$ cat config.mk
export PLATFORM = sky130hd
export DESIGN_NAME = dff_pipe
export DESIGN_NICKNAME = d
export VERILOG_FILES = /design/src/rtl/dff_pipe.sv
export SDC_FILE = /design/constraint.sdc
export NUM_CORES = 1
export LEC_CHECK = 0
export CORE_MARGIN = 2
export CORE_UTILIZATION = 53
export CTS_CLUSTER_SIZE = 14
export DETAILED_ROUTE_END_ITERATION = 7
export GPL_ROUTABILITY_DRIVEN = 0
export PLACE_DENSITY = 0.87
export SLEW_MARGIN = 25
export SYNTH_ARGS = -nofsm -noshare
export SYNTH_HDL_FRONTEND = slang
export SYNTH_SLANG_ARGS = --single-unit
export TNS_END_PERCENT = 30
$ cat constraint.sdc
create_clock -name clk_in -period 2.8 [get_ports clk_in]
set_clock_uncertainty 0.2 [all_clocks]
set_input_delay 0.56 -clock clk_in [delete_from_list [all_inputs] [get_ports clk_in]]
set_output_delay 0.56 -clock clk_in [all_outputs]
set_load 0.05 [all_outputs]
$ cat src/rtl/dff_pipe.sv
// WIDTH-bit, DEPTH-stage delay line with stall, per-stage valid, flush,
// a runtime-selectable output tap and a registered occupancy count.
module dff_pipe #(
    parameter int               WIDTH     = 8,
    parameter int               DEPTH     = 4,
    parameter logic [WIDTH-1:0] RESET_VAL = {WIDTH{1'b0}},
    parameter int               SEL_W     = $clog2(DEPTH + 1)
) (
    input  logic             clk_in,
    input  logic             resetn_in,
    input  logic [WIDTH-1:0] d_in,
    input  logic             valid_in,
    input  logic             en_in,
    input  logic             flush_in,
    input  logic [SEL_W-1:0] sel_in,
    output logic [WIDTH-1:0] q_out,
    output logic             valid_out,
    output logic [SEL_W-1:0] count_out
);

    localparam logic [SEL_W-1:0] DEPTH_SEL = SEL_W'(DEPTH);

    // Index 0 is stage 1 (newest sample).
    logic [WIDTH-1:0] stage_q [DEPTH];
    logic [DEPTH-1:0] valid_q;
    logic [DEPTH-1:0] valid_next;
    logic [SEL_W-1:0] count_q;
    logic [SEL_W-1:0] count_next;
    logic [SEL_W-1:0] tap;

    // NOTE: every always_comb output gets a default first so no latch is inferred.
    always_comb begin
        valid_next = valid_q;
        if (en_in) begin
            valid_next[0] = valid_in;
            for (int k = 1; k < DEPTH; k++) begin
                valid_next[k] = valid_q[k-1];
            end
        end
        if (flush_in) begin
            valid_next = '0;
        end

        count_next = '0;
        for (int k = 0; k < DEPTH; k++) begin
            count_next = count_next + SEL_W'(valid_next[k]);
        end
    end

    // NOTE: sequential state uses non-blocking assignments so every stage samples pre-edge values.
    always_ff @(posedge clk_in) begin
        if (!resetn_in) begin
            // NOTE: data stages are reset too, since RESET_VAL must be visible on every tap.
            for (int k = 0; k < DEPTH; k++) begin
                stage_q[k] <= RESET_VAL;
            end
            valid_q <= '0;
            count_q <= '0;
        end else begin
            if (en_in) begin
                stage_q[0] <= d_in;
                for (int k = 1; k < DEPTH; k++) begin
                    stage_q[k] <= stage_q[k-1];
                end
            end
            valid_q <= valid_next;
            count_q <= count_next;
        end
    end

    // Tap clamps to 1..DEPTH; the mux reads registered state only.
    always_comb begin
        if (sel_in == '0) begin
            tap = SEL_W'(1);
        end else if (sel_in > DEPTH_SEL) begin
            tap = DEPTH_SEL;
        end else begin
            tap = sel_in;
        end

        q_out     = stage_q[0];
        valid_out = valid_q[0];
        for (int k = 0; k < DEPTH; k++) begin
            if (tap == SEL_W'(k + 1)) begin
                q_out     = stage_q[k];
                valid_out = valid_q[k];
            end
        end
    end

    assign count_out = count_q;

endmodule

==> flow_summary.json, run 1 <==
{
  "htreeDepth": 2,
  "cap_violations": 0,
  "fmax_mhz": 372,
  "drive_gt1_share_pct": 19.7,
  "drcViolationCount": 0,
  "vias": 1208,
  "rsz0062_at_grt": "false",
  "yosys.area.top_type": "edfxtp_1",
  "path_clk_slew_ps": 110,
  "critPathKind": "in -> out",
  "root_buffer": "clkbuf_4",
  "synth_top_area_share_pct": 51.6,
  "r2r_setup_slack_ps": 590,
  "internal-power_w": 0.000945,
  "clk_latency_ps": 330,
  "worstHoldStart": "stage_q[0][20]$_SDFFCE_PN0P_",
  "yosysWarnings": 0,
  "drt-total-wl_mm": 3.49,
  "row_count": 21,
  "start_util_pct": 55.4,
  "first_iter_violations": 32,
  "status": "finished clean",
  "track_usage_pct": 19.5,
  "setup.worst_path.start_class": "input port",
  "cts_max_path_buffers": 2,
  "die-width_microns": 63.3,
  "io_buffers": 27,
  "p_leak_nw": 1.03,
  "areaGrowthSynthToFinish_pct": 26.2,
  "post_drt_via_cell_ratio": 5.52,
  "drt-pass1-iter-count": 4,
  "critPathRequiredTime_ps": 2040,
  "power_frac_comb_pct": 17.0,
  "avgSynthCellArea_sq_um": 13.1,
  "ys_seq_elements": 39,
  "met3_usage_pct": 4.11,
  "slew_violations": 0,
  "clkSinkCount": 39,
  "ys_seq_area_share_pct": 59.1,
  "path_depth": 4,
  "power_switching_w": 0.000302,
  "r2r-start": "valid_q[1]$_SDFF_PN0_",
  "min_period_ps": 2690,
  "crit_slowest_cell": "or2_1",
  "final_util_pct": 69.9,
  "reg2reg_depth": 7,
  "synth_cell_types": 19,
  "crit_family": "buffers and inverters",
  "postPlaceCellArea_sq_mm": 0.00227,
  "fillCellCount": 246,
  "dp_slack_ps": -216,
  "seqPwrFrac_pct": 54.4,
  "setup_violations": 0,
  "hpwl_mm": 2.43,
  "clockPowerShare_pct": 28.6,
  "top_usage_layer": "met2",
  "crit_chain": "clkdlybuf4s50_1, or2_1, o221ai_2, buf_12",
  "synth_area_leaders": "edfxtp_1 (52%), and3_1 (11%), dfxtp_1 (7.5%)",
  "fin_ws_ps": 111,
  "nets": 191,
  "grt_max_degree": 35,
  "antenna_cells": 0,
  "cts_tree": "done",
  "post_cts_resized": 0,
  "crit_arrival_ps": 1930,
  "critPathMaxFanout": 9,
  "wl_per_cell_microns": 16.0,
  "fin_crit_sh_pct": 96.0,
  "cts_buffers": 5,
  "synth_fp_nets": 161,
  "dieArea_sq_mm": 0.00401,
  "swShare_pct": 24.2,
  "fin_setup_tns_ps": 0,
  "gr-usage-met1_pct": 24.6,
  "mostFrequentLayoutCells": "and3_1 (32), edfxtp_1 (32), clkdlybuf4s50_1 (18), mux2i_1 (13), inv_1 (11)",
  "syn_inst": 142,
  "grt_pass1_wl_mm": 6.03,
  "cellPowerDensity_mw_per_mm2": 530,
  "fin_area_sq_mm": 0.00235,
  "startpoint": "sel_in[2]",
  "antenna_found_initial": 0,
  "die_h_microns": 63.3,
  "antenna_left": 0,
  "hold_depth": 1,
  "slowest_delay_ps": 440,
  "ios": 28,
  "relSlewSlack_pct": 61.9,
  "end_kind": "output pin",
  "crit_buf_inv": 2,
  "finalPower_w": 0.00125,
  "vdd_drop_max_mv": 0.498,
  "core_area_sq_mm": 0.00336,
  "tightest_slew_ps": 571,
  "min_path_type": "reg -> reg",
  "synth_area_sq_mm": 0.00186,
  "grtUsageMet2_pct": 31.8,
  "grt.overflow.total": 0,
  "grt_pass1_vias": 1308,
  "cts_hold_buf": 0,
  "hold_violations": 0,
  "post_cts_buffers": 0
}
## area by class of cell
cell class | count | area [sq um] | share of cell area, %
clock inverters | 3 | 38.8 | 1.65
repair buffers | 35 | 433 | 18.4
inverters | 11 | 41.3 | 1.76
well taps | 46 | 57.6 | 2.45
multi-input cells | 80 | 642 | 27.3
clock buffers | 5 | 37.5 | 1.60
flip-flops and latches | 39 | 1100 | 46.8
## per-layer routing
| metal | wire length, microns | vias to the layer above |
|---|---|---|
| met5 | 0 | - |
| li1 | - | 578 |
| met2 | 1780 | 39 |
| met1 | 1440 | 577 |
| met3 | 160 | 14 |
| met4 | 108 | 0 |
## state kept, by name (all words and copies together) (netlist names)
name,count
count_out,3
stage_q,32
valid_q,4
## synthesized netlist by cell type, drive strengths merged
cell type and instances:
and2 3, and3 32, buf 5, clkbuf 7, dfxtp 7, edfxtp 32
fa 1, ha 2, inv 11, mux2i 13, nand2 9, nand2b 2
nor2 1, nor3b 4, o221ai 9, or2 4
## power groups by stage
stage          sequential, W  clock, W  combinational (W)
6_report            0.000678  0.000357           0.000213
5_1_grt             0.000681  0.000392           0.000226
4_1_cts             0.000677  0.000368           0.000215
3_5_place_dp        0.000691         0           0.000214
3_3_place_gp        0.000688         0           0.000207
2_1_floorplan       0.000687         0           0.000119
## worst paths after layout
path / to
setup / recovery: q_out[2]
hold / removal: stage_q[0][28]$_SDFFCE_PN0P_
setup reg to reg: count_out[1]$_SDFF_PN0_
hold reg to reg: stage_q[0][28]$_SDFFCE_PN0P_
## per-stage QoR
stage,cells,hold slack [ps]
detailed placement,211,363
CTS,219,393
global placement,211,355
floorplan,142,330
finish,219,387
global route,219,411
## logic make-up (layout without fill, tap and decap cells)
group                      after synthesis  in the layout  synth area share, %
buffers and inverters                   23             54                 6.45
and+or+nand+nor                         55             55                 17.8
muxes                                   13             13                 6.98
adders and majority gates                3              3                 2.42
AOI/OAI and AO/OA                        9              9                 7.25
DFF                                     39             39                 59.1
No activity file was read; power rests on OpenSTA's default activity.
==> run 2: changes to the inputs <==
Settings changed: HOLD_SLACK_MARGIN set to 0.1, REMOVE_ABC_BUFFERS set to 1.
==> run 2 against run 1 <==
  * Sequential power is essentially flat
  * Largest power group unchanged
  * Register-to-register slack gained 50 ps
  * Wire length shrank 1.3%
  * Combinational power is essentially flat
  * Maximum frequency shrank 1.1%
  * Critical path depth grew 4
  * Hold slack gained 3.1 ps
  * Non-clock buffer count is the same
  * Die area is the same
  * Flip-flop and latch count is the same
  * Global-route usage shrank 0.19 points
  * Sequential share of layout area grew 0.53 points
  * Critical endpoint is now count_out[1]$_SDFF_PN0_
==> flow_summary.json, run 2 (same netlist as run 1, synthesis figures left out) <==
{
  "status": "finished clean",
  "grt_max_degree": 40,
  "rsz0062_at_grt": "false",
  "vdd_drop_max_mv": 0.333,
  "slew_violations": 0,
  "first_iter_violations": 55,
  "hold_violations": 0,
  "critPathMaxFanout": 6,
  "critPathRequiredTime_ps": 2850,
  "antenna_cells": 0,
  "wl_per_cell_microns": 15.7,
  "postPlaceCellArea_sq_mm": 0.00227,
  "fin_crit_sh_pct": 97.0,
  "critPathKind": "in -> reg",
  "cts_tree": "done",
  "final_cells": 219,
  "relSlewSlack_pct": 66.6,
  "mostFrequentLayoutCells": "and3_1 (32), edfxtp_1 (32), clkdlybuf4s50_1 (18), mux2i_1 (13), inv_1 (11)",
  "drt-pass1-iter-count": 4,
  "io_buffers": 27,
  "vias": 1178,
  "htreeDepth": 2,
  "hpwl_mm": 2.29,
  "p_leak_nw": 1.02,
  "tightest_slew_ps": 499,
  "largest_reg_flops": 32,
  "grt_pass1_wl_mm": 5.91,
  "cellPowerDensity_mw_per_mm2": 500,
  "start_util_pct": 55.4,
  "dp_cells": 211,
  "drt-total-wl_mm": 3.45,
  "cts_max_path_buffers": 2,
  "die-width_microns": 63.3,
  "path_clk_slew_ps": 110,
  "ios": 28,
  "clk_latency_ps": 350,
  "cts_buffers": 5,
  "min_period_ps": 2720,
  "fmax_mhz": 368,
  "crit_arrival_ps": 2770,
  "wl_met3_microns": 189,
  "die_h_microns": 63.3,
  "post_drt_via_cell_ratio": 5.38,
  "areaGrowthSynthToFinish_pct": 24.8,
  "root_buffer": "clkbuf_4",
  "setup_violations": 0,
  "setup.worst_path.start_class": "input port",
  "top_register": "stage_q",
  "drive_gt1_share_pct": 19.7,
  "wl_met2_mm": 1.66,
  "dieArea_sq_mm": 0.00401,
  "multi_input_area_sq_um": 642,
  "nets": 191,
  "grt_pass1_vias": 1181,
  "row_count": 21,
  "antenna_found_initial": 0,
  "antenna_left": 0,
  "core_area_sq_mm": 0.00336,
  "cap_violations": 0,
  "min_path_type": "reg -> reg",
  "holdWs_ps": 390,
  "fin_area_sq_mm": 0.00232,
  "seq_area_sq_mm": 0.00110,
  "grt.overflow.total": 0,
  "top_layer_used": "met4",
  "drcViolationCount": 0,
  "track_usage_pct": 19.3,
  "fillCellCount": 253,
  "end_kind": "flop",
  "wl_met1_mm": 1.57,
  "clkSinkCount": 39
}
[run 2: final timing paths]
check        cells after the start  slack, ps                        start                            to
max reg2reg                      7        640        valid_q[0]$_SDFF_PN0_       count_out[1]$_SDFF_PN0_
min                              1        390  stage_q[0][3]$_SDFFCE_PN0P_  stage_q[0][11]$_SDFFCE_PN0P_
max                              8         80                        en_in       count_out[1]$_SDFF_PN0_
min reg2reg                      1        390  stage_q[0][3]$_SDFFCE_PN0P_  stage_q[0][11]$_SDFFCE_PN0P_
[run 2: final cells by class]
cell class,instances,share of cell area [%]
multi-input cells,80,27.6
flip-flops and latches,39,47.4
repair buffers,35,18.6
clock inverters,1,0.215
clock buffers,7,1.94
well taps,46,2.48
inverters,11,1.78
[run 2: critical path: stages]
cell,delay [ps]
clkdlybuf4s50_1,650
mux2i_1,150
or2_1,250
fa_1,530
inv_1,40
ha_1,170
ha_1,260
and2_1,160
[run 2: through the flow]
step / TNS (ps) / utilization [%] / power, W / setup WS [ps]
finish: 0 / 69.1 / 0.00116 / 82.8
global route: 0 / 69.1 / 0.00122 / 39.0
floorplan: 0 / - / 0.000785 / 473
CTS: 0 / 69.1 / 0.00116 / 69.4
global placement: -303 / 67.6 / 0.000896 / -184
detailed placement: -529 / 67.6 / 0.000902 / -263
[run 2: timing repair]
action / CTS / global route
buffers inserted: 0 / 0
setup endpoints to repair: 0 / 1
hold buffers: 0 / 0
resized for setup: 0 / 1
[run 2: per-layer routing]
metal / global-route usage (%) / vias to the layer above
met5: 0 / -
met4: 5.71 / 0
met3: 6.79 / 4
met2: 28.5 / 26
met1: 27.2 / 571
li1: - / 577
[run 2: where the power goes]
group | switching (W) | internal (W)
Combinational | 0.000113 | 0.0000997
Sequential | 0.0000152 | 0.000662
Clock | 0.000174 | 0.0000979
Total | 0.000302 | 0.000860
